===== config.mk =====
export PLATFORM = sky130hd
export DESIGN_NAME = decode_queue
export DESIGN_NICKNAME = d
export VERILOG_FILES = /design/src/rtl/mips_core_pkg.sv /design/src/rtl/inst_decode.sv /design/src/rtl/decode_queue.sv
export SDC_FILE = /design/constraint.sdc
export NUM_CORES = 1
export LEC_CHECK = 0
export BUFFER_PORTS_ARGS = -buffer_cell sky130_fd_sc_hd__buf_2
export CAP_MARGIN = 10
export CORE_ASPECT_RATIO = 1.4
export CORE_MARGIN = 2
export CORE_UTILIZATION = 45
export CTS_CLUSTER_SIZE = 20
export DETAILED_ROUTE_END_ITERATION = 6
export PLACE_DENSITY = 0.66
export SLEW_MARGIN = 20
export SYNTH_ARGS = -nofsm -noshare
export SYNTH_HDL_FRONTEND = slang
export SYNTH_SLANG_ARGS = --single-unit

===== constraint.sdc =====
create_clock -name clk -period 6.3 [get_ports clk]
set_input_delay 0.63 -clock clk [delete_from_list [all_inputs] [get_ports clk]]
set_output_delay 0.63 -clock clk [all_outputs]
set_load 0.01 [all_outputs]

===== src/rtl/mips_core_pkg.sv =====
// ============================================================================
// Module   : mips_core_pkg
// Brief    : Shared MIPS core types: ALU control, memory access type,
//            architectural register names and the decoded-instruction record.
// Revision : 1.0 - initial release
// ============================================================================
`default_nettype none

`ifndef ADDR_WIDTH
`define ADDR_WIDTH 16
`endif
`ifndef DATA_WIDTH
`define DATA_WIDTH 32
`endif

package mips_core_pkg;

  localparam int PC_W   = `ADDR_WIDTH;
  localparam int WORD_W = `DATA_WIDTH;

  typedef enum logic [4:0] {
    ALUCTL_NOP       = 5'd0,
    ALUCTL_ADD       = 5'd1,
    ALUCTL_ADDU      = 5'd2,
    ALUCTL_SUB       = 5'd3,
    ALUCTL_SUBU      = 5'd4,
    ALUCTL_AND       = 5'd5,
    ALUCTL_OR        = 5'd6,
    ALUCTL_XOR       = 5'd7,
    ALUCTL_NOR       = 5'd8,
    ALUCTL_SLL       = 5'd9,
    ALUCTL_SRL       = 5'd10,
    ALUCTL_SRA       = 5'd11,
    ALUCTL_SLLV      = 5'd12,
    ALUCTL_SRLV      = 5'd13,
    ALUCTL_SRAV      = 5'd14,
    ALUCTL_SLT       = 5'd15,
    ALUCTL_SLTU      = 5'd16,
    ALUCTL_MTC0_PASS = 5'd17,
    ALUCTL_MTC0_FAIL = 5'd18,
    ALUCTL_MTC0_DONE = 5'd19,
    ALUCTL_BA_BEQ    = 5'd20,
    ALUCTL_BA_BNE    = 5'd21,
    ALUCTL_BA_BLEZ   = 5'd22,
    ALUCTL_BA_BGTZ   = 5'd23,
    ALUCTL_BA_BGEZ   = 5'd24,
    ALUCTL_BA_BLTZ   = 5'd25
  } AluCtl;

  typedef enum logic {
    MEM_READ  = 1'b0,
    MEM_WRITE = 1'b1
  } MemAccessType;

  typedef enum logic [4:0] {
    REG_ZERO = 5'd0,
    REG_T0   = 5'd8,
    REG_SP   = 5'd29,
    REG_RA   = 5'd31
  } MipsReg;

  typedef struct packed {
    AluCtl             alu_ctl;
    logic              is_branch;
    logic              is_jump;
    logic              is_jump_reg;
    logic [PC_W-1:0]   branch_target;
    logic              is_mem_access;
    MemAccessType      mem_action;
    logic              uses_rs;
    logic [4:0]        rs_addr;
    logic              uses_rt;
    logic [4:0]        rt_addr;
    logic              uses_immediate;
    logic [WORD_W-1:0] immediate;
    logic              uses_rw;
    logic [4:0]        rw_addr;
  } DecodedInst;

  localparam DecodedInst DECODE_NOP = '0;

  // Primary opcodes
  localparam logic [5:0] OP_SPECIAL = 6'h00;
  localparam logic [5:0] OP_REGIMM  = 6'h01;
  localparam logic [5:0] OP_J       = 6'h02;
  localparam logic [5:0] OP_JAL     = 6'h03;
  localparam logic [5:0] OP_BEQ     = 6'h04;
  localparam logic [5:0] OP_BNE     = 6'h05;
  localparam logic [5:0] OP_BLEZ    = 6'h06;
  localparam logic [5:0] OP_BGTZ    = 6'h07;
  localparam logic [5:0] OP_ADDI    = 6'h08;
  localparam logic [5:0] OP_ADDIU   = 6'h09;
  localparam logic [5:0] OP_SLTI    = 6'h0A;
  localparam logic [5:0] OP_SLTIU   = 6'h0B;
  localparam logic [5:0] OP_ANDI    = 6'h0C;
  localparam logic [5:0] OP_ORI     = 6'h0D;
  localparam logic [5:0] OP_XORI    = 6'h0E;
  localparam logic [5:0] OP_LUI     = 6'h0F;
  localparam logic [5:0] OP_COP0    = 6'h10;
  localparam logic [5:0] OP_LW      = 6'h23;
  localparam logic [5:0] OP_SW      = 6'h2B;

  // SPECIAL function codes
  localparam logic [5:0] FN_SLL  = 6'h00;
  localparam logic [5:0] FN_SRL  = 6'h02;
  localparam logic [5:0] FN_SRA  = 6'h03;
  localparam logic [5:0] FN_SLLV = 6'h04;
  localparam logic [5:0] FN_SRLV = 6'h06;
  localparam logic [5:0] FN_SRAV = 6'h07;
  localparam logic [5:0] FN_JR   = 6'h08;
  localparam logic [5:0] FN_JALR = 6'h09;
  localparam logic [5:0] FN_ADD  = 6'h20;
  localparam logic [5:0] FN_ADDU = 6'h21;
  localparam logic [5:0] FN_SUB  = 6'h22;
  localparam logic [5:0] FN_SUBU = 6'h23;
  localparam logic [5:0] FN_AND  = 6'h24;
  localparam logic [5:0] FN_OR   = 6'h25;
  localparam logic [5:0] FN_XOR  = 6'h26;
  localparam logic [5:0] FN_NOR  = 6'h27;
  localparam logic [5:0] FN_SLT  = 6'h2A;
  localparam logic [5:0] FN_SLTU = 6'h2B;

  localparam logic [4:0] COP0_MT = 5'b00100;

  function automatic logic [WORD_W-1:0] sext16(input logic [15:0] v);
    return WORD_W'({{16{v[15]}}, v});
  endfunction

endpackage

`default_nettype wire


===== src/rtl/inst_decode.sv =====
// ============================================================================
// Module   : inst_decode
// Brief    : Purely combinational MIPS decoder, (pc, inst) -> DecodedInst.
//            Unsupported encodings yield DECODE_NOP with illegal = 1.
// Revision : 1.0 - initial release
// ============================================================================
`default_nettype none

module inst_decode
  import mips_core_pkg::*;
(
  input  logic [PC_W-1:0]   pc,
  input  logic [WORD_W-1:0] inst,
  output DecodedInst        dec,
  output logic              illegal
);

  logic [5:0]        opcode;
  logic [4:0]        rs;
  logic [4:0]        rt;
  logic [4:0]        rd;
  logic [4:0]        shamt;
  logic [5:0]        funct;
  logic [15:0]       imm16;
  logic [PC_W-1:0]   br_target;
  logic [PC_W-1:0]   j_target;
  logic [WORD_W-1:0] link_addr;
  logic              shift_op;
  logic              rrr_op;

  assign opcode = inst[31:26];
  assign rs     = inst[25:21];
  assign rt     = inst[20:16];
  assign rd     = inst[15:11];
  assign shamt  = inst[10:6];
  assign funct  = inst[5:0];
  assign imm16  = inst[15:0];

  // Relative branch target wraps within the PC width
  assign br_target = pc + PC_W'(4) + PC_W'({{14{imm16[15]}}, imm16, 2'b00});
  assign j_target  = {inst[PC_W-3:0], 2'b00};
  assign link_addr = WORD_W'(pc) + WORD_W'(8);

  // Field decode; illegal encodings collapse to the NOP record at the end
  always_comb begin
    dec         = DECODE_NOP;
    illegal     = 1'b0;
    shift_op    = 1'b0;
    rrr_op      = 1'b0;
    dec.rs_addr = rs;
    dec.rt_addr = rt;

    case (opcode)
      OP_SPECIAL: begin
        dec.uses_rw = 1'b1;
        dec.rw_addr = rd;
        case (funct)
          FN_SLL:  begin dec.alu_ctl = ALUCTL_SLL;  shift_op = 1'b1; end
          FN_SRL:  begin dec.alu_ctl = ALUCTL_SRL;  shift_op = 1'b1; end
          FN_SRA:  begin dec.alu_ctl = ALUCTL_SRA;  shift_op = 1'b1; end
          FN_SLLV: begin dec.alu_ctl = ALUCTL_SLLV; rrr_op = 1'b1; end
          FN_SRLV: begin dec.alu_ctl = ALUCTL_SRLV; rrr_op = 1'b1; end
          FN_SRAV: begin dec.alu_ctl = ALUCTL_SRAV; rrr_op = 1'b1; end
          FN_ADD:  begin dec.alu_ctl = ALUCTL_ADD;  rrr_op = 1'b1; end
          FN_ADDU: begin dec.alu_ctl = ALUCTL_ADDU; rrr_op = 1'b1; end
          FN_SUB:  begin dec.alu_ctl = ALUCTL_SUB;  rrr_op = 1'b1; end
          FN_SUBU: begin dec.alu_ctl = ALUCTL_SUBU; rrr_op = 1'b1; end
          FN_AND:  begin dec.alu_ctl = ALUCTL_AND;  rrr_op = 1'b1; end
          FN_OR:   begin dec.alu_ctl = ALUCTL_OR;   rrr_op = 1'b1; end
          FN_XOR:  begin dec.alu_ctl = ALUCTL_XOR;  rrr_op = 1'b1; end
          FN_NOR:  begin dec.alu_ctl = ALUCTL_NOR;  rrr_op = 1'b1; end
          FN_SLT:  begin dec.alu_ctl = ALUCTL_SLT;  rrr_op = 1'b1; end
          FN_SLTU: begin dec.alu_ctl = ALUCTL_SLTU; rrr_op = 1'b1; end
          FN_JR: begin
            dec.is_jump_reg = 1'b1;
            dec.uses_rs     = 1'b1;
            dec.uses_rw     = 1'b0;
            dec.rw_addr     = 5'd0;
          end
          FN_JALR: begin
            dec.is_jump_reg    = 1'b1;
            dec.uses_rs        = 1'b1;
            dec.alu_ctl        = ALUCTL_OR;
            dec.rw_addr        = REG_RA;
            dec.uses_immediate = 1'b1;
            dec.immediate      = link_addr;
          end
          default: illegal = 1'b1;
        endcase
        // Constant shifts read their source through the rs port
        if (shift_op) begin
          dec.uses_rs        = 1'b1;
          dec.rs_addr        = rt;
          dec.uses_immediate = 1'b1;
          dec.immediate      = WORD_W'(shamt);
        end
        if (rrr_op) begin
          dec.uses_rs = 1'b1;
          dec.uses_rt = 1'b1;
        end
      end

      OP_REGIMM: begin
        dec.alu_ctl       = rt[0] ? ALUCTL_BA_BGEZ : ALUCTL_BA_BLTZ;
        dec.is_branch     = 1'b1;
        dec.uses_rs       = 1'b1;
        dec.branch_target = br_target;
      end

      OP_BEQ, OP_BNE: begin
        dec.alu_ctl       = (opcode == OP_BEQ) ? ALUCTL_BA_BEQ : ALUCTL_BA_BNE;
        dec.is_branch     = 1'b1;
        dec.uses_rs       = 1'b1;
        dec.uses_rt       = 1'b1;
        dec.branch_target = br_target;
      end

      OP_BLEZ, OP_BGTZ: begin
        dec.alu_ctl       = (opcode == OP_BLEZ) ? ALUCTL_BA_BLEZ : ALUCTL_BA_BGTZ;
        dec.is_branch     = 1'b1;
        dec.uses_rs       = 1'b1;
        dec.branch_target = br_target;
      end

      OP_J: begin
        dec.is_jump       = 1'b1;
        dec.branch_target = j_target;
      end

      OP_JAL: begin
        dec.is_jump        = 1'b1;
        dec.branch_target  = j_target;
        dec.alu_ctl        = ALUCTL_OR;
        dec.uses_rw        = 1'b1;
        dec.rw_addr        = REG_RA;
        dec.uses_immediate = 1'b1;
        dec.immediate      = link_addr;
      end

      OP_ADDI, OP_ADDIU, OP_SLTI, OP_SLTIU,
      OP_ANDI, OP_ORI, OP_XORI, OP_LUI: begin
        dec.uses_rs        = 1'b1;
        dec.uses_immediate = 1'b1;
        dec.uses_rw        = 1'b1;
        dec.rw_addr        = rt;
        dec.immediate      = sext16(imm16);
        case (opcode)
          OP_ADDI:  dec.alu_ctl = ALUCTL_ADD;
          OP_ADDIU: dec.alu_ctl = ALUCTL_ADDU;
          OP_SLTI:  dec.alu_ctl = ALUCTL_SLT;
          OP_SLTIU: dec.alu_ctl = ALUCTL_SLTU;
          OP_ANDI:  begin dec.alu_ctl = ALUCTL_AND; dec.immediate = WORD_W'(imm16); end
          OP_ORI:   begin dec.alu_ctl = ALUCTL_OR;  dec.immediate = WORD_W'(imm16); end
          OP_XORI:  begin dec.alu_ctl = ALUCTL_XOR; dec.immediate = WORD_W'(imm16); end
          default:  begin dec.alu_ctl = ALUCTL_OR;  dec.immediate = WORD_W'({imm16, 16'h0000}); end
        endcase
      end

      OP_LW, OP_SW: begin
        dec.alu_ctl        = ALUCTL_ADD;
        dec.is_mem_access  = 1'b1;
        dec.uses_rs        = 1'b1;
        dec.uses_immediate = 1'b1;
        dec.immediate      = sext16(imm16);
        if (opcode == OP_LW) begin
          dec.mem_action = MEM_READ;
          dec.uses_rw    = 1'b1;
          dec.rw_addr    = rt;
        end else begin
          dec.mem_action = MEM_WRITE;
          dec.uses_rt    = 1'b1;
        end
      end

      OP_COP0: begin
        dec.uses_rt = 1'b1;
        if (rs != COP0_MT) begin
          illegal = 1'b1;
        end else begin
          case (rd)
            5'd23:   dec.alu_ctl = ALUCTL_MTC0_PASS;
            5'd24:   dec.alu_ctl = ALUCTL_MTC0_FAIL;
            5'd25:   dec.alu_ctl = ALUCTL_MTC0_DONE;
            default: illegal = 1'b1;
          endcase
        end
      end

      default: illegal = 1'b1;
    endcase

    // $zero is never a real dependency or destination
    if (illegal) begin
      dec = DECODE_NOP;
    end else begin
      dec.uses_rs = dec.uses_rs && (dec.rs_addr != 5'd0);
      dec.uses_rt = dec.uses_rt && (dec.rt_addr != 5'd0);
      dec.uses_rw = dec.uses_rw && (dec.rw_addr != 5'd0);
    end
  end

endmodule

`default_nettype wire


===== src/rtl/decode_queue.sv =====
// ============================================================================
// Module   : decode_queue
// Brief    : DEPTH-entry FIFO of fetched (pc, inst) pairs presenting the
//            decoded head entry over valid/ready. Synchronous flush.
//            Optional statistics counters enabled by DECODE_QUEUE_STATS_EN.
// Revision : 1.0 - initial release
// ============================================================================
`default_nettype none

module decode_queue
  import mips_core_pkg::*;
#(
  parameter int DEPTH      = 4,
  parameter int ADDR_WIDTH = `ADDR_WIDTH,
  parameter int DATA_WIDTH = `DATA_WIDTH
) (
  input  logic                     clk,
  input  logic                     rst_n,
  input  logic                     in_valid,
  output logic                     in_ready,
  input  logic [ADDR_WIDTH-1:0]    in_pc,
  input  logic [DATA_WIDTH-1:0]    in_inst,
  input  logic                     flush,
  output logic                     out_valid,
  input  logic                     out_ready,
  output logic [ADDR_WIDTH-1:0]    out_pc,
  output DecodedInst               out_dec,
  output logic                     out_illegal,
  output logic [$clog2(DEPTH):0]   count
`ifdef DECODE_QUEUE_STATS_EN
  ,
  output logic [31:0]              stat_decoded,
  output logic [31:0]              stat_illegal,
  output logic [31:0]              stat_full_cycles
`endif
);

  localparam int PTR_W = $clog2(DEPTH);
  localparam int CNT_W = PTR_W + 1;
  localparam logic [CNT_W-1:0] FULL_COUNT = CNT_W'(DEPTH);

  logic [ADDR_WIDTH-1:0] pc_mem   [DEPTH];
  logic [DATA_WIDTH-1:0] inst_mem [DEPTH];
  logic [PTR_W-1:0]      head;
  logic [PTR_W-1:0]      tail;
  logic                  push;
  logic                  pop;

  // Full refuses pushes even when a pop happens in the same cycle
  assign in_ready  = (count != FULL_COUNT);
  assign out_valid = (count != '0);
  assign push      = in_valid && in_ready && !flush;
  assign pop       = out_valid && out_ready && !flush;

  // Pointer and occupancy bookkeeping; flush beats push/pop
  always_ff @(posedge clk or negedge rst_n) begin
    if (!rst_n) begin
      head  <= '0;
      tail  <= '0;
      count <= '0;
    end else if (flush) begin
      head  <= '0;
      tail  <= '0;
      count <= '0;
    end else begin
      if (push) tail <= tail + PTR_W'(1);
      if (pop)  head <= head + PTR_W'(1);
      if (push && !pop)      count <= count + CNT_W'(1);
      else if (pop && !push) count <= count - CNT_W'(1);
    end
  end

  // Entry storage needs no reset: contents are only observed when counted
  always_ff @(posedge clk) begin
    if (push) begin
      pc_mem[tail]   <= in_pc;
      inst_mem[tail] <= in_inst;
    end
  end

  assign out_pc = pc_mem[head];

  inst_decode u_inst_decode (
    .pc      (pc_mem[head]),
    .inst    (inst_mem[head]),
    .dec     (out_dec),
    .illegal (out_illegal)
  );

`ifdef DECODE_QUEUE_STATS_EN
  // Saturating usage counters; deliberately unaffected by flush
  always_ff @(posedge clk or negedge rst_n) begin
    if (!rst_n) begin
      stat_decoded     <= '0;
      stat_illegal     <= '0;
      stat_full_cycles <= '0;
    end else begin
      if (pop && !out_illegal && (stat_decoded != '1))
        stat_decoded <= stat_decoded + 32'd1;
      if (pop && out_illegal && (stat_illegal != '1))
        stat_illegal <= stat_illegal + 32'd1;
      if ((count == FULL_COUNT) && (stat_full_cycles != '1))
        stat_full_cycles <= stat_full_cycles + 32'd1;
    end
  end
`endif

endmodule

`default_nettype wire

== Yosys cells after proc, flatten, opt, wreduce, memory -nomap -nowiden ==
Memory sizes are Yosys's and may differ from the RTL's.
Cells that the tools add are included.

* Flip-flop bits (word level): 7
* Memory bits (read-only): 0
* Memory bits (writable): 192
* Latch bits: 0
* Word-level logic and storage cells: 142
* Memories kept: 2
* Input bits: 53
* Output and inout bits: 99

* Reduce and logical (&&, ||, !) cells: 38
* $add $sub $neg: 7
* $mul: 0
* Muxes and demuxes: 52
* Shifts and indexed selects: 0
* Bitwise gates (word level): 0
* Div/mod/pow operators: 0
* Equal/unequal tests: 40
* Order comparisons: 0

{| class="wikitable"
|+ Memories
! name !! words !! width !! read ports !! clocked after memory_dff !! wr ports !! RTL line !! RTL
|-
| inst_mem || 4 || 32 || 1 || 0 || 1 || decode_queue.sv:43 || <nowiki>logic [DATA_WIDTH-1:0] inst_mem [DEPTH];</nowiki>
|-
| pc_mem || 4 || 16 || 1 || 0 || 1 || decode_queue.sv:42 || <nowiki>logic [ADDR_WIDTH-1:0] pc_mem [DEPTH];</nowiki>
|}

{| class="wikitable"
|+ Operator list
! kind !! number
|-
| $pmux W39 S4 || 1
|-
| $pmux W5 S16 || 1
|-
| $eq A6 B6 Y1 const B || 12
|-
| $mux W33 || 2
|-
| $pmux W32 S2 || 1
|-
| $eq A6 B4 Y1 const B || 10
|-
| $eq A6 B3 Y1 const B || 7
|-
| $pmux W5 S8 || 1
|-
| $mux W38 || 1
|-
| $pmux W16 S2 || 1
|-
| $pmux W5 S6 || 1
|-
| $mux W26 || 1
|-
| $eq A6 B2 Y1 const B || 4
|-
| $mux W1 || 23
|-
| $mux W5 || 4
|-
| $reduce_or A18 Y1 || 1
|-
| $add A16 B4 Y17 const B || 1
|-
| $reduce_or A17 Y1 || 1
|-
| $add A16 B16 Y16 || 1
|-
| $add A16 B3 Y16 const B || 1
|-
| $eq A5 B5 Y1 const B || 3
|-
| $pmux W5 S3 || 1
|-
| $reduce_bool A5 Y1 || 3
|-
| $reduce_or A15 Y1 || 1
|-
| other kinds (24) || 54
|}

== Longest topological paths before layout ==
Gate-level depths: netlist (run 1).
An unclocked memory read counts as a cell.

* Depth in word-level cells: 10
* Mapped depth: 18
* Gate-level depth less buffers: 13

== Modules after synthesis ==
A second synthesis (run 1) with hierarchy kept.

* Cell total of the unflattened synthesis: 737
* Area, all modules: 10069.7 um^2

{| class="wikitable"
|+ By module, submodules not included
! module !! times used !! cells each !! seq. area each (um^2) !! area each (um^2)
|-
| decode_queue || 1 || 312 || 5940.7 || 7439.6
|-
| inst_decode || 1 || 425 || 0.0 || 2630.0
|}

== Worst setup path after synthesis (run 1) ==
Ideal clock, no wire load.

* Path type: reg-to-output
* Start point: register head[0]
* End point: output out_dec[68] in the netlist's numbering
* Arrival: 4.252 ns
* Setup slack: 1.418 ns
* Path buffers: 5
* Data required time: 5.670 ns
* Cell stages (with the launch flop): 19
* Cells stage by stage: dfrtp_1 > buf_6 > buf_4 > buf_2 > buf_2 > buf_2 > mux4_2 > inv_1 > ha_1 > inv_1 > ha_1 > fa_1 > a21oi_1 > o21ai_0 > o211ai_1 > nand3_1 > a21o_1 > a211oi_1 > o21bai_1

{| class="wikitable"
|+ RTL lines
! what !! RTL line !! RTL
|-
| start, declared || decode_queue.sv:44 || <nowiki>logic [PTR_W-1:0] head;</nowiki>
|-
| start signal, assigned || decode_queue.sv:67 || <nowiki>if (pop) head <= head + PTR_W'(1);</nowiki>
|-
| end, declared || decode_queue.sv:27 || <nowiki>output DecodedInst out_dec,</nowiki>
|}

==> impl_metrics.ini, run 1 <==
[die]
fp.dieW_um = 129
die_h_um = 179
initial_utilization_pct = 46.1
core_area_sq_um = 21300
fp.dieArea_sq_um = 23000
num_rows = 63
io_pins = 152

[power_and_ir_drop]
powerDensity_nw_per_um2 = 423
power_leakage_nw = 4.22
ir_drop_mv = 0.236

[cells_and_area]
stdcell_area_sq_um = 11400
utilization_pct = 53.7
nNetsFinal = 947
fill_cells = 1810
syn_to_final_growth_pct = 16.5
drive_above_1_share_pct = 29.7

[clocking]
htree_levels = 4
clkTransAtPathRegs_ps = 70
clock_latency_ps = 440
cts_tree = built
post_cts_buffers = 0
numCtsBuffers = 17
clockRootBuffer = clkbuf_16
cts_hold_buf = 0
cts_resized = 0
cts_sinks = 199
clk_path_buf_depth = 2

[global_routing]
grt.total_usage_pct = 21.5
grt_overflow_total = 0
grt_pass1_vias = 6504
grt_pass1_wl_um = 36500
grt_max_degree = 49
antenna_found_initial = 6

[critical_path]
worstPathMaxFanout = 28
cp.required_ps = 5670
reg2reg_depth = 6
worst_ep_arrival_time_ps = 4690
crit_path_start_kind = flop
path_class = flop to primary output
worstSetupEndpointType = primary output

[timing]
worstMarginPinSlew_ps = 1070
min_period_ps = 5320
max_freq_mhz = 188
rsz0062_at_grt = false
hold_viol = 0
slew_violations = 0
tns_ps = 0
post-route-period-util_pct = 84.4
finalSetupViolations = 0
fin_skew_ps = 8.37
relSlewSlack_pct = 28.0

[synthesis]
yosys_most_used_dff = edfxtp_1
ys_async_sr_fraction_pct = 3.52
synth_most_common_cell = edfxtp_1
syn_area_sq_um = 9820
syn_inst = 710
synth_largest_area_cell = edfxtp_1
ys_ff_latch = 199
ys_seq_area_share_pct = 60.5
synth.avg_cell_area_sq_um = 13.8
synth_warnings = 0
yosys-top-cells-count = edfxtp_1, nor2_1, nand2_1, mux4_2, o21ai_0
synth_fp_nets = 795
synth_top_area_share_pct = 58.7
ys_types = 62
synth.area.top_cells = edfxtp_1, mux4_2, ha_1
synth_edf_count = 192

[routing]
wl_per_cell_um = 21.1
dr.pass1.iters = 5
totalWireLength_um = 24100
route.detailed.drc = 0
ant_nets = 0
vias = 6568
initialDrtViolationCount = 389
via_per_inst = 5.76

[place]
portBuffers = 151
placed_area_sq_um = 10900
gp_congestion = 0.882
dpl.hpwl_um = 17300

[run_status]
status = finished, final reports clean

[worst_hold_path]
hp-class = input port to async pin

[run]
max_cap_violations = 0
==> layer usage <==
| metal | wire length (um) | global-route usage, % | part of all wire, % | vias to the layer above |
|---|---|---|---|---|
| met3 | 1740 | 5.55 | 7.2 | 43 |
| met2 | 12000 | 35.5 | 50 | 229 |
| met5 | 0 | 0 | 0 | - |
| met1 | 9670 | 27.2 | 40 | 3270 |
| li1 | - | - | - | 3026 |
| met4 | 688 | 8.29 | 2.9 | 0 |
==> placed cells by master, fill, tap and decap left out, types with 5 or more instances in the layout <==
cell type / Yosys / layout
edfxtp_1: 192 / 192
buf_2: 10 / 151
nor2_1: 82 / 82
nand2_1: 57 / 57
mux4_2: 48 / 48
o21ai_0: 40 / 40
ha_1: 30 / 30
a21oi_1: 22 / 22
inv_1: 20 / 20
nand3_1: 17 / 17
clkbuf_16: 0 / 17
xor2_1: 14 / 14
xnor2_1: 13 / 13
buf_4: 1 / 13
nor3_1: 12 / 12
nor2b_1: 9 / 9
a22oi_1: 9 / 9
or3_1: 8 / 8
mux2i_1: 7 / 7
nand2b_1: 7 / 7
diode_2: 0 / 6
a21o_1: 6 / 6
a31oi_1: 5 / 5
and3_1: 5 / 5
o21ai_1: 5 / 5
inv_6: 0 / 5
dfrtp_1: 7 / 5
==> cell families after synthesis <==
group	Yosys count	share of synthesized area, %
AND/OR/NAND/NOR	225	11.1
multiplexers	57	12.0
XOR/XNOR	27	2.41
buffers and inverters	51	2.27
AO/OA/AOI/OAI	119	7.53
adder cells (fa/ha/maj)	32	4.23
flip-flops	199	60.5
==> cell type report <==
cell class                 instances  area (sq um)  area share [%]
antenna                            6          15.0           0.131
clock buffer                      17           425            3.72
clock inverter                    15           141            1.24
inverter                          20          75.1           0.656
multi-input combinational        460          3660            32.0
sequential                       199          5950            52.0
tap                              260           325            2.84
timing repair buffer             164           853            7.46
==> state kept, by name, summed over array words and instances (netlist names) <==
| signal | flops |
|---|---|
| tail | 2 |
| inst_mem | 128 |
| pc_mem | 64 |
| count | 3 |
| head | 2 |
==> through the flow <==
step                      std cells  setup slack, ps  hold slack [ps]  total power [mW]
after global routing           1138              666             17.9              5.16
after detailed placement       1103             1410              478              3.82
final                          1141              981             21.6              4.84
after CTS                      1135              930             8.67              4.87
after floorplan                 710             1420              334              3.19
after global placement         1103             1480              480              3.81
==> where the power goes <==
group          switching [mW]  internal (mW)  leakage [nW]  total, mW
combinational            1.29          0.888          2.11       2.18
clock                   0.484          0.553         0.277       1.04
sequential             0.0814           1.54          1.83       1.63
==> path summary, 6_finish.rpt <==
check                                          end  slack, ps            startpoint
setup / recovery                       out_dec[68]        980   head[0]$_DFFE_PN0P_
hold / removal                 tail[0]$_DFFE_PN0P_         20                 rst_n
setup reg to reg           pc_mem[3][10]$_DFFE_PP_       3880  count[1]$_DFFE_PN0P_
min in group clk            pc_mem[0][1]$_DFFE_PP_        410              in_pc[1]
max in group asynchronous      head[0]$_DFFE_PN0P_       6090                 rst_n
hold reg to reg                tail[1]$_DFFE_PN0P_        580   tail[1]$_DFFE_PN0P_
==> critical path: stages, from the launching register on <==
cell	delay (ps)
dfrtp_4	800
mux4_2	710
inv_1	250
ha_1	190
inv_1	40
ha_1	200
fa_1	410
a21oi_1	210
o21ai_0	220
o211ai_1	300
nand3_1	140
a21o_1	200
a211oi_1	260
o21bai_1	150
buf_2	140
No activity file was read; power rests on OpenSTA's default activity.
==> run 2, diff against run 1 <==
- PLACE_DENSITY: 0.66 -> 0.68
- clock period: 6.3 -> 4.8 ns (I/O delays scaled with it)
==> run 2 against run 1 <==
Net effect:
- critical path depth down 1
- flip-flop and latch count unchanged
- sequential power rose by 28%
- non-clock buffer count grew 20
- wire length up 4.8%
- combinational power is 39% higher
- global-route usage up 0.87 points
- critical path type unchanged
- largest power group unchanged
- highest routed layer is now met5
==> impl_metrics.ini, run 2 (same netlist as run 1, synthesis figures left out) <==
[power_and_ir_drop]
power_leakage_nw = 4.30
powerDensity_nw_per_um2 = 558
ir_drop_mv = 0.313

[worst_hold_path]
holdPathEnd = inst_mem[0][3]$_DFFE_PP_
hp-class = input port to flop
min_from = in_inst[3]
hold_depth = 1

[routing]
initialDrtViolationCount = 509
route.detailed.drc = 0
wl_per_cell_um = 21.8
dr.pass1.iters = 5
ant_nets = 0
vias = 6736
via_per_inst = 5.82
totalWireLength_um = 25200

[cells_and_area]
mostFrequentLayoutCell = edfxtp_1
largest_reg_flops = 128
top_register = inst_mem
utilization_pct = 54.5
drive_above_1_share_pct = 30.8
mostFrequentLayoutCells = edfxtp_1, buf_2, nor2_1, nand2_1, mux4_2
reg.largest.list = inst_mem (128), pc_mem (64), count (3)
syn_to_final_growth_pct = 18.1
nNetsFinal = 967

[timing]
min_period_ps = 4570
post-route-period-util_pct = 95.2
tns_ps = 0
setup_ws_ps = 229
relSlewSlack_pct = 37.8
max_freq_mhz = 219
finalSetupViolations = 0
worstMarginPinSlew_ps = 933
hold_viol = 0
slew_violations = 0
rsz0062_at_grt = false
fin_skew_ps = 8.96

[critical_path]
crit_path_start_kind = flop
worst_ep_arrival_time_ps = 4090
cp.required_ps = 4320
worstSetupEndpointType = primary output
worstPathMaxFanout = 9
reg2reg_to = inst_mem[1][12]$_DFFE_PP_
path_class = flop to primary output
ff2ff_setup_slack_ps = 2210
r2r_start = count[0]$_DFFE_PN0P_
reg2reg_depth = 6

[place]
dp_slack_ps = 377
gp_congestion = 0.917
dpl.hpwl_um = 18200
portBuffers = 151

[die]
die_h_um = 179
fp.dieW_um = 129
io_pins = 152
initial_utilization_pct = 46.1
fp.dieArea_sq_um = 23000
core_area_sq_um = 21300
num_rows = 63

[clocking]
clock_latency_ps = 430
cts_sinks = 199
clockRootBuffer = clkbuf_16
clkTransAtPathRegs_ps = 70
htree_levels = 4
cts_tree = built
clk_path_buf_depth = 2
numCtsBuffers = 17

[global_routing]
antenna_found_initial = 3
grt.total_usage_pct = 22.3
grt_pass1_vias = 6616
grt_pass1_wl_um = 38100
grt_overflow_total = 0
grt_max_degree = 35

[run]
max_cap_violations = 0

[run_status]
status = finished, final reports clean
## run 2: per-stage QoR
step / hold WS, ps / std cells / total power [mW] / instance area, sq um
detailed placement: 328 / 1119 / 5.09 / 11000
global route: 258 / 1156 / 6.86 / 11600
global placement: 329 / 1119 / 5.08 / 11000
floorplan: 184 / 710 / 4.18 / 9820
CTS: 250 / 1153 / 6.46 / 11600
finish: 262 / 1158 / 6.47 / 11600
## run 2: how the worst max path moves through the flow
stage / depth (start not counted) / startpoint / end
floorplan: 18 / head[0]$_DFFE_PN0P_ / out_dec[68]
global placement: 11 / head[0]$_DFFE_PN0P_ / out_dec[67]
detailed placement: 11 / head[0]$_DFFE_PN0P_ / out_dec[67]
CTS: 11 / head[0]$_DFFE_PN0P_ / out_dec[67]
global route: 15 / head[0]$_DFFE_PN0P_ / out_dec[68]
finish: 13 / head[0]$_DFFE_PN0P_ / out_dec[68]
## run 2: area by class of cell
type                            instances  area [sq um]
Antenna cell                            3          7.51
Clock buffer                           19           433
Clock inverter                         13           123
Fill cell                            1757          9690
Inverter                               20          75.1
Multi-Input combinational cell        460          3660
Sequential cell                       199          5950
Tap cell                              260           325
Timing Repair Buffer                  184          1030
## run 2: what timing repair did
item                                   4_1_cts  5_1_grt
pin swaps                                    0        0
hold buffers                                 1        0
resized for setup                            0        1
gates cloned                                 0        0
setup endpoints to repair                    2        3
buffers inserted                             1        2
endpoints found under the hold margin        7        0
## run 2: metal layers
| layer | part of all wire (%) | up-vias | GRT usage, % | routed length, um |
|---|---|---|---|---|
| met3 | 7.3 | 54 | 5.34 | 1850 |
| met2 | 50 | 257 | 37.0 | 12600 |
| met5 | 0.063 | - | 0 | 16 |
| met1 | 39 | 3354 | 28.3 | 9950 |
| met4 | 3.2 | 2 | 9.15 | 805 |
| li1 | - | 3069 | - | - |
## run 2: worst max-delay path: stages (launching register included)
cell      delay (ps)
dfrtp_4          540
buf_4            150
mux4_2           510
ha_1             290
ha_1             230
fa_1             410
a21oi_1          210
o21ai_0          230
o211ai_1         280
nand3_1          130
a21o_1           190
a211oi_1         210
o21bai_1         140
buf_2            150
## run 2: power breakdown
| part | switching (mW) | total (mW) | leakage [nW] | internal, mW |
|---|---|---|---|---|
| registers | 0.0594 | 2.09 | 1.83 | 2.03 |
| logic | 1.79 | 3.04 | 2.22 | 1.25 |
| clock network | 0.622 | 1.34 | 0.256 | 0.721 |
| total | 2.47 | 6.47 | 4.30 | 4.00 |
==> run 3, diff against run 2 <==
- CORE_UTILIZATION: 45 -> 52
- PLACE_DENSITY: 0.68 -> 0.77
- SLEW_MARGIN: 20 -> 10
==> run 3 against run 2 <==
Net effect:
- global-route usage grew 2.3 points
- worst hold slack lost 4.0 ps
- flip-flop and latch count is the same
- register-to-register slack gained 40 ps
- first-iteration DRC count grew 37%
- critical endpoint is now out_dec[67]
- largest cell class unchanged
- largest power group unchanged
==> impl_metrics.ini, run 3 (same netlist as run 1, synthesis figures left out) <==
[die]
fp.dieW_um = 120
fp.dieArea_sq_um = 20000
initial_utilization_pct = 53.0
io_pins = 152
core_area_sq_um = 18500
die_h_um = 167
num_rows = 59

[critical_path]
path_class = flop to primary output
worst_ep_arrival_time_ps = 4110
cp.required_ps = 4320
crit_path_start_kind = flop
worstSetupEndpointType = primary output
worstPathMaxFanout = 9

[routing]
met2WireLength_um = 12100
initialDrtViolationCount = 698
wl_met3_um = 1780
routed.top_layer = met5
wl_per_cell_um = 21.3
via_per_inst = 5.90
wirelength_met1_um = 9620
vias = 6736
totalWireLength_um = 24400
dr.pass1.iters = 5
ant_nets = 0
route.detailed.drc = 0

[global_routing]
grt_pass1_vias = 6449
grt_pass1_wl_um = 37000
grt_max_degree = 31
grt_overflow_total = 0
grt.total_usage_pct = 24.6
antenna_found_initial = 5

[cells_and_area]
nNetsFinal = 967
mostFrequentLayoutCells = edfxtp_1, buf_2, nor2_1, nand2_1, mux4_2
fill_cells = 1347
top_register = inst_mem
syn_to_final_growth_pct = 18.9
reg.largest.list = inst_mem (128), pc_mem (64), count (3)
drive_above_1_share_pct = 31.3
largest_reg_flops = 128
final_cells = 1142
mostFrequentLayoutCell = edfxtp_1

[run]
max_cap_violations = 0

[worst_hold_path]
hp-class = input port to flop

[power_and_ir_drop]
powerDensity_nw_per_um2 = 565
power_leakage_nw = 4.36
switchingPower_mw = 2.57
internal-power_mw = 4.03
comb_power_share_pct = 46.3
switching_share_pct = 38.9
power_frac_seq_pct = 31.8
power.share.clock_pct = 21.9
ir_drop_mv = 0.322

[clocking]
clk_path_buf_depth = 2
cts_tree = built
numCtsBuffers = 17
cts_sinks = 199
htree_levels = 4
clock_latency_ps = 430
clkTransAtPathRegs_ps = 80
clockRootBuffer = clkbuf_16

[timing]
fin_skew_ps = 6.73
worstMarginPinSlew_ps = 859
slew_violations = 0
tns_ps = 0
post-route-period-util_pct = 95.6
setup_ws_ps = 211
relSlewSlack_pct = 42.1
finalSetupViolations = 0
min_period_ps = 4590
rsz0062_at_grt = false
max_freq_mhz = 218
hold_viol = 0

[place]
portBuffers = 151
gp_congestion = 0.962
dpl.hpwl_um = 17200
dp.cells = 1100
dp_slack_ps = 465

[run_status]
status = finished, final reports clean
==> run 3: path summary, 6_finish.rpt <==
kind                                        endpoint                 start  slack, ps  cells past startpoint
max                                      out_dec[67]   head[0]$_DFFE_PN0P_        210                     12
min                        inst_mem[1][24]$_DFFE_PP_           in_inst[24]        260                      1
max reg2reg                   pc_mem[1][2]$_DFFE_PP_  count[1]$_DFFE_PN0P_       2250                      6
min reg2reg                      tail[1]$_DFFE_PN0P_   tail[1]$_DFFE_PN0P_        580                      2
max in group asynchronous        head[1]$_DFFE_PN0P_                 rst_n       4190                      2
min in group asynchronous        head[0]$_DFFE_PN0P_                 rst_n        410                      2
==> run 3: power groups by stage <==
stage	registers, mW	logic (mW)	clock network (mW)
final	2.10	3.05	1.44
after detailed placement	2.17	2.90	0
after CTS	2.13	2.93	1.46
after global routing	2.11	3.33	1.52
after global placement	2.16	2.89	0
after floorplan	2.10	2.09	0
==> run 3: metrics by stage <==
| step | power [mW] | utilization, % | area, sq um | hold WS [ps] |
|---|---|---|---|---|
| after floorplan | 4.18 | - | 9820 | 184 |
| after global placement | 5.04 | 59.1 | 11000 | 327 |
| after detailed placement | 5.07 | 59.1 | 11000 | 327 |
| after CTS | 6.52 | 62.6 | 11600 | 247 |
| after global routing | 6.96 | 63.0 | 11700 | 248 |
| final | 6.59 | 63.0 | 11700 | 258 |
==> run 3: layer usage <==
| layer | up-vias | GRT usage, % |
|---|---|---|
| met1 | 3290 | 31.9 |
| li1 | 3079 | - |
| met5 | - | 0 |
| met2 | 303 | 40.2 |
| met3 | 60 | 5.48 |
| met4 | 4 | 10.4 |
==> run 3: repair_timing <==
| action | CTS | global route |
|---|---|---|
| endpoints found under the hold margin | 7 | 0 |
| resized for setup | 0 | 4 |
| buffers inserted | 0 | 6 |
| hold buffers | 1 | 0 |
| setup endpoints to repair | 0 | 6 |
==> run 3: area by class of cell <==
type	count	area, sq um	area share [%]
Clock buffer	17	425	3.64
Timing Repair Buffer	184	1050	9.00
Clock inverter	15	196	1.68
Inverter	20	75.1	0.643
Antenna cell	3	7.51	0.0643
Tap cell	244	305	2.62
Sequential cell	199	5950	51.0
Multi-Input combinational cell	460	3660	31.4
==> run 3: critical path, stage by stage, from the launching register on <==
cell and delay [ps]:
dfrtp_4 530, buf_4 150, mux4_2 540, ha_1 370, ha_1 310, a21o_1 160
a21o_1 210, a2111oi_1 530, nor3_2 120, nor3_1 270, o21bai_1 110, a32o_1 240
buf_2 140
